==> src/rtl/lane_descrambler_nsym.sv <==
// Per-lane Rx descrambler: NSYM symbols per clock, LFSR chained across slots, COM-based lock.
// Optional COM/SKP statistics counters are built when DESCRAM_STATS_EN is defined.
module lane_descrambler_nsym #(
    parameter int          NSYM      = 1,
    parameter logic [15:0] LFSR_SEED = 16'hFFFF,
    parameter int          CNT_W     = 16
) (
    input  logic                clk,
    input  logic                rst,
    input  logic                in_valid,
    input  logic [8*NSYM-1:0]   in_data,
    input  logic [NSYM-1:0]     in_k,
    input  logic [NSYM-1:0]     in_ts,
    input  logic                scram_en,
    output logic                out_valid,
    output logic [8*NSYM-1:0]   out_data,
    output logic [NSYM-1:0]     out_k,
    output logic                out_locked,
    output logic [CNT_W-1:0]    com_cnt,
    output logic [CNT_W-1:0]    skp_cnt
);

    typedef enum logic {
        UNLOCKED = 1'b0,
        LOCKED   = 1'b1
    } lock_state_t;

    // Eight serial Galois shifts of x^16+x^5+x^4+x^3+1.
    function automatic logic [15:0] lfsr_adv8(input logic [15:0] l);
        logic [15:0] s;
        logic        fb;
        s = l;
        for (int b = 0; b < 8; b++) begin
            fb   = s[15];
            s    = {s[14:0], 1'b0};
            s[0] = fb;
            s[3] = s[3] ^ fb;
            s[4] = s[4] ^ fb;
            s[5] = s[5] ^ fb;
        end
        return s;
    endfunction

    function automatic logic [7:0] lfsr_mask(input logic [15:0] l);
        logic [7:0] m;
        for (int i = 0; i < 8; i++) begin
            m[i] = l[15-i];
        end
        return m;
    endfunction

    logic [15:0]         lfsr_reg;
    logic [15:0]         lfsr_next;
    logic [8*NSYM-1:0]   data_next;
    logic [NSYM-1:0]     com_vec;
    logic [NSYM-1:0]     skp_vec;
    logic                out_valid_reg;
    logic [8*NSYM-1:0]   out_data_reg;
    logic [NSYM-1:0]     out_k_reg;
    lock_state_t         state_reg;
    lock_state_t         state_next;

    generate
        for (genvar gi = 0; gi < NSYM; gi++) begin : g_slot
            assign com_vec[gi] = in_k[gi] && (in_data[8*gi +: 8] == 8'hBC);
            assign skp_vec[gi] = in_k[gi] && (in_data[8*gi +: 8] == 8'h1C);
        end
    endgenerate

    // Walk the slots in wire order; each slot sees the LFSR left by the previous one.
    always_comb begin : slot_chain
        logic [15:0] l;
        l         = lfsr_reg;
        data_next = in_data;
        for (int j = 0; j < NSYM; j++) begin
            if (com_vec[j]) begin
                l = LFSR_SEED;
            end else if (!skp_vec[j] && scram_en) begin
                if (!in_k[j] && !in_ts[j]) begin
                    data_next[8*j +: 8] = in_data[8*j +: 8] ^ lfsr_mask(l);
                end
                l = lfsr_adv8(l);
            end
        end
        lfsr_next = l;
    end

    always_comb begin
        state_next = state_reg;
        if (state_reg == UNLOCKED && in_valid && (|com_vec)) begin
            state_next = LOCKED;
        end
    end

    always_ff @(posedge clk) begin
        if (!rst) begin
            lfsr_reg      <= LFSR_SEED;
            out_valid_reg <= 1'b0;
            out_data_reg  <= '0;
            out_k_reg     <= '0;
            state_reg     <= UNLOCKED;
        end else begin
            state_reg     <= state_next;
            out_valid_reg <= in_valid;
            if (in_valid) begin
                lfsr_reg     <= lfsr_next;
                out_data_reg <= data_next;
                out_k_reg    <= in_k;
            end
        end
    end

    assign out_valid  = out_valid_reg;
    assign out_data   = out_data_reg;
    assign out_k      = out_k_reg;
    assign out_locked = (state_reg == LOCKED);

`ifdef DESCRAM_STATS_EN
    function automatic logic [CNT_W:0] count_ones(input logic [NSYM-1:0] v);
        logic [CNT_W:0] c;
        c = '0;
        for (int i = 0; i < NSYM; i++) begin
            c = c + {{CNT_W{1'b0}}, v[i]};
        end
        return c;
    endfunction

    // Carry out of the widened sum means the counter would pass all-ones.
    function automatic logic [CNT_W-1:0] sat_add(input logic [CNT_W-1:0] c, input logic [CNT_W:0] n);
        logic [CNT_W:0] s;
        s = {1'b0, c} + n;
        return s[CNT_W] ? {CNT_W{1'b1}} : s[CNT_W-1:0];
    endfunction

    logic [CNT_W-1:0] com_cnt_reg;
    logic [CNT_W-1:0] skp_cnt_reg;

    always_ff @(posedge clk) begin
        if (!rst) begin
            com_cnt_reg <= '0;
            skp_cnt_reg <= '0;
        end else if (in_valid) begin
            com_cnt_reg <= sat_add(com_cnt_reg, count_ones(com_vec));
            skp_cnt_reg <= sat_add(skp_cnt_reg, count_ones(skp_vec));
        end
    end

    assign com_cnt = com_cnt_reg;
    assign skp_cnt = skp_cnt_reg;
`else
    assign com_cnt = '0;
    assign skp_cnt = '0;
`endif

endmodule

==> config.mk <==
export PLATFORM = sky130hd
export DESIGN_NAME = lane_descrambler_nsym
export DESIGN_NICKNAME = d
export VERILOG_FILES = /design/src/rtl/lane_descrambler_nsym.sv
export SDC_FILE = /design/constraint.sdc
export NUM_CORES = 1
export LEC_CHECK = 0
export CAP_MARGIN = 20
export CORE_ASPECT_RATIO = 0.9
export CORE_MARGIN = 1.5
export CORE_UTILIZATION = 45
export CTS_CLUSTER_DIAMETER = 60
export DETAILED_ROUTE_END_ITERATION = 10
export HOLD_SLACK_MARGIN = 0.05
export MAX_ROUTING_LAYER = met4
export PLACE_DENSITY = 0.87
export SLEW_MARGIN = 0
export SYNTH_ARGS = -nofsm -noshare
export SYNTH_HDL_FRONTEND = slang
export SYNTH_SLANG_ARGS = --single-unit
==> constraint.sdc <==
create_clock -name clk -period 1.7 [get_ports clk]
set_clock_uncertainty 0.2 [all_clocks]
set_input_delay 0.255 -clock clk [delete_from_list [all_inputs] [get_ports clk]]
set_output_delay 0.255 -clock clk [all_outputs]
set_load 0.01 [all_outputs]
# Yosys cells after proc, flatten, opt, wreduce, memory -nomap -nowiden
# Cells that the tools add are included.
[totals] register_bits=27 latchBits=0 ram_bits=0 mem_bits_ro=0 in_bits=14 word_cells=49 mem_count=0
[op_classes] n_addsub=0 n_mul=0 div=0 n_lt_le_gt_ge=0 eq_ne=2 n_shift=0 muxes=5 bitwise=26 reduce_logical=11
[ops] cell="$mux 16" count=2
[ops] cell="$mux 8" count=3
[ops] cell="$xor 1x1->1" count=24
[ops] cell="$eq 8x5->1 const B" count=1
[ops] cell="$eq 8x8->1 const B" count=1
[ops] cell="$xor 8x8->8" count=1
[ops] cell="$logic_and 1x1->1" count=6
[ops] cell="$logic_not 1->1" count=3
[ops] cell="$reduce_and 2->1" count=1
[ops] cell="$reduce_bool 2->1" count=1
[ops] cell="$not 1->1" count=1

# Depth between registers and ports, before layout
[logic_depth] ltp_word=6 mapped_depth=6

# Worst setup path before layout
# No wires, ideal clock.
[synth_timing] path_type="input port to flip-flop" start="input port in_data[6]" end="register lfsr_reg[3]" setup_ps=134 t_arrival_ps=1189 required_time_ps=1366 setup_slack_ps=177 cell_stages=6 n_path_buf=2 cell_sequence="and4b_1 -> clkbuf_1 -> a31oi_1 -> o21bai_2 -> buf_6 -> a2bb2oi_1"
[synth_between] elab_chain_len=6 word_cells_on_any_way=9 classes_between="eq/ne: 2; mux: 1; reduce/logical: 6"
[synth_rtl] item="from (decl)" line_no="11" source="input logic [8*NSYM-1:0] in_data,"
[synth_rtl] item="$eq 8x5->1" line_no="66" source="assign skp_vec[gi] = in_k[gi] && (in_data[8*gi +: 8] == 8'h1C);"
[synth_rtl] item="$logic_and 1x1->1" line_no="66"
[synth_rtl] item="$logic_not 1->1" line_no="78" source="end else if (!skp_vec[j] && scram_en) begin"
[synth_rtl] item="$logic_and 1x1->1" line_no="78"
[synth_rtl] item="$reduce_bool 2->1 (no line)"
[synth_rtl] item="$reduce_and 2->1 (no line)"
[synth_rtl] item="to (signal assigned)" line_no="106" source="lfsr_reg <= lfsr_next;"
[synth_rtl] item="to (decl)" line_no="52" source="logic [15:0] lfsr_reg;"
# Parallel ways exist; a longest one is shown, timed or not.
# A chain may end at the register's enable or synchronous reset.

# Final worst setup path
[layout_timing] start="register out_data_reg[7], in the netlist out_data[7]" end="output port out_data[7]"
[layout_lines] item="from (decl)" line_no="58" source="logic [8*NSYM-1:0] out_data_reg;"
[layout_lines] item="from (signal assigned)" line_no="107" source="out_data_reg <= data_next;"
[layout_lines] item="to (decl)" line_no="16" source="output logic [8*NSYM-1:0] out_data,"
# No word-level cell between the ends.

==> flow_metrics.tcl <==
set metrics [dict create \
    whs_path_depth 4 \
    grtUsageTotal_pct 18.5 \
    intPower_uw 1080 \
    fin_setup_tns_ns 0 \
    tritoncts "built" \
    hpwl_um 2650 \
    cpPeakStageDelay_ns 0.58 \
    wl_met2_um 1730 \
    dieWidth_um 67.3 \
    p_clk_share_pct 24.2 \
    reg2reg_to "lfsr_reg[6]" \
    cts_buffer_depth 2 \
    hp-start "in_data[3]" \
    ff2ff_path_depth 4 \
    top_layer_used "met4" \
    worst_setup_path_end_kind "primary output" \
    dp_slack_ns -0.411 \
    hold_viol_final 0 \
    grt_pass1_vias 1166 \
    final_cell_mix "conb_1, dfxtp_1, nor2_1" \
    nets 239 \
    largest_reg_flops 16 \
    antennaDiodeCount 0 \
    ys_warn_count 0 \
    syn_inst 180 \
    synth_mux_area_share_pct 8.36 \
    grt_pass1_wl_um 5490 \
    grt_start_max_net_pins 20 \
    synthArstFlopShare_pct 0 \
    max_freq_mhz 598 \
    drv_cap 0 \
    avgSynthCellArea_um2 9.31 \
    synth_compound_area_share_pct 9.86 \
    synthAdderAreaFrac_pct 0 \
    power.leakage_uw 0.000927 \
    cts-buffers-inserted 3 \
    vias 1329 \
    synth_edf_count 0 \
    drtIter0Drc 91 \
    synth_area_leader_cell "dfxtp_1" \
    ys_ff_latch 27 \
    rr_startpoint "lfsr_reg[10]" \
    cp_top_family "buffers and inverters" \
    drive_above_1_share_pct 20.5 \
    syn_to_final_growth_pct 25.6 \
    synth_top_family_by_area "buffers and inverters" \
    critPathBufInv 1 \
    p_total_uw 1560 \
    ys_seq_area_share_pct 32.3 \
    clock_latency_ns 0.28 \
    period_needed_ns 1.67 \
    port_buffers 24 \
    p_comb_share_pct 28.3 \
    start_kind "flip-flop" \
    root_buffer "clkbuf_8" \
    h-tree-depth 1 \
    status "completed" \
    yosys.area_share.xor_xnor_pct 15.2 \
    crit_required_ns 1.24 \
    drc 0 \
    crit_fanout 2 \
    p_seq_share_pct 47.5 \
    slew_violations 0 \
    min_to "out_data[3]" \
    synth-simple-area-share_pct 17.0 \
    crit_chain "clkdlybuf4s50_1" \
    fp.dieH_um 60.9 \
    postRouteAntennaNets 0 \
    arrival_ns 1.22 \
    worstHoldPathType "in -> reg" \
    first_pass_iters 5 \
    cts.sinks 27 \
    path_class "reg -> out" \
    grt_antenna_before_repair 0 \
    synth_ff_type "dfxtp_1" \
    synth_top_area_share_pct 32.3 \
    switching_power_uw 477 \
    start_util_pct 48.2 \
    grt_overflow 0 \
    syn-cell-area_mm2 0.00168 \
    vias_per_cell 4.96 \
    wire_per_inst_um 13.7 \
    r2r_setup_slack_ns 0.26 \
    m1WireLength_um 1680 \
    cellPowerDensity_mw_per_mm2 741 \
    slowest_stage "clkdlybuf4s50_1" \
    yosys-top-cells-area "dfxtp_1, buf_4, xnor2_1" \
    wl_um 3670 \
    clk_pin_slew_worst_paths_ns 0.10 \
    die_area_mm2 0.00410 \
    yosys.cell_types.count 26 \
    grt_setup_unrepaired "no" \
    swShare_pct 30.6 \
    utilization_pct 60.5 \
    fp.coreArea_mm2 0.00348 \
    rows 20 \
    post-route-period-util_pct 98.4 \
    final_common_cell "conb_1" \
    vdd_drop_max_uv 554 \
    setup_viol 0 \
    pin_count 57 \
    layout_setup_ws_ns 0.0267 \
    place_congestion 0.828 \
    met3_length_um 200 \
]
-- power by group through the flow --
| stage | clock network, uW | registers (uW) | logic, uW |
|---|---|---|---|
| 3_3_place_gp | 0 | 750 | 413 |
| 5_1_grt | 401 | 748 | 479 |
| 6_report | 377 | 741 | 441 |
| 3_5_place_dp | 0 | 753 | 423 |
| 4_1_cts | 380 | 741 | 428 |
| 2_1_floorplan | 0 | 748 | 322 |
-- repair_timing --
action / 4_1_cts / 5_1_grt
endpoints found under the setup margin: 16 / 16
hold buffers: 0 / 0
pin swaps: 1 / 4
endpoints found under the hold margin: 0 / 0
buffers inserted: 0 / 1
resized for setup: 4 / 15
-- how the worst max path moves through the flow --
stage,startpoint,endpoint,slack (ns),depth (start not counted)
floorplan,in_data[6],lfsr_reg[3],0.18,6
global placement,in_k,lfsr_reg[10],-0.33,6
detailed placement,in_k,lfsr_reg[11],-0.41,6
CTS,in_data[6],lfsr_reg[11],0.0005,6
global route,out_data[7],out_data[7],0.01,1
finish,out_data[7],out_data[7],0.03,1
-- layout make-up --
cell class | instances | area (um2)
fill | 293 | 1370
multi-input combinational | 142 | 997
sequential | 27 | 541
timing repair buffer | 49 | 458
tap | 44 | 55.1
clock buffer | 3 | 41.3
inverter | 2 | 7.51
clock inverter | 1 | 5.00
-- routing by layer --
| metal | global-route usage, % | vias up |
|---|---|---|
| met2 | 28.9 | 50 |
| met5 | - | - |
| met3 | 5.19 | 8 |
| met4 | 4.96 | 0 |
| met1 | 23.5 | 640 |
| li1 | - | 631 |
-- cells by family after synthesis --
logic type / after synthesis
other cells: 1
flops: 27
compound gates: 19
simple gates: 48
xor+xnor: 29
mux: 14
buf+inv: 42
-- cell usage after synthesis, types with 3 or more instances --
master	number
nand2_1	8
xor2_1	5
dfxtp_1	27
mux2i_1	14
nor2_1	25
xnor2_1	24
buf_4	32
nand2b_1	3
clkbuf_1	4
and4bb_2	8
a2bb2oi_1	3
a211oi_1	9
-- per-stage QoR --
step | cells | hold slack [ns] | instance area [um2]
global placement | 263 | 0.257 | 1990
CTS | 267 | 0.289 | 2040
finish | 268 | 0.208 | 2100
global route | 268 | 0.229 | 2100
floorplan | 211 | 0.182 | 1790
detailed placement | 263 | 0.266 | 1990
Note: power is estimated with default switching activity, not from simulation.
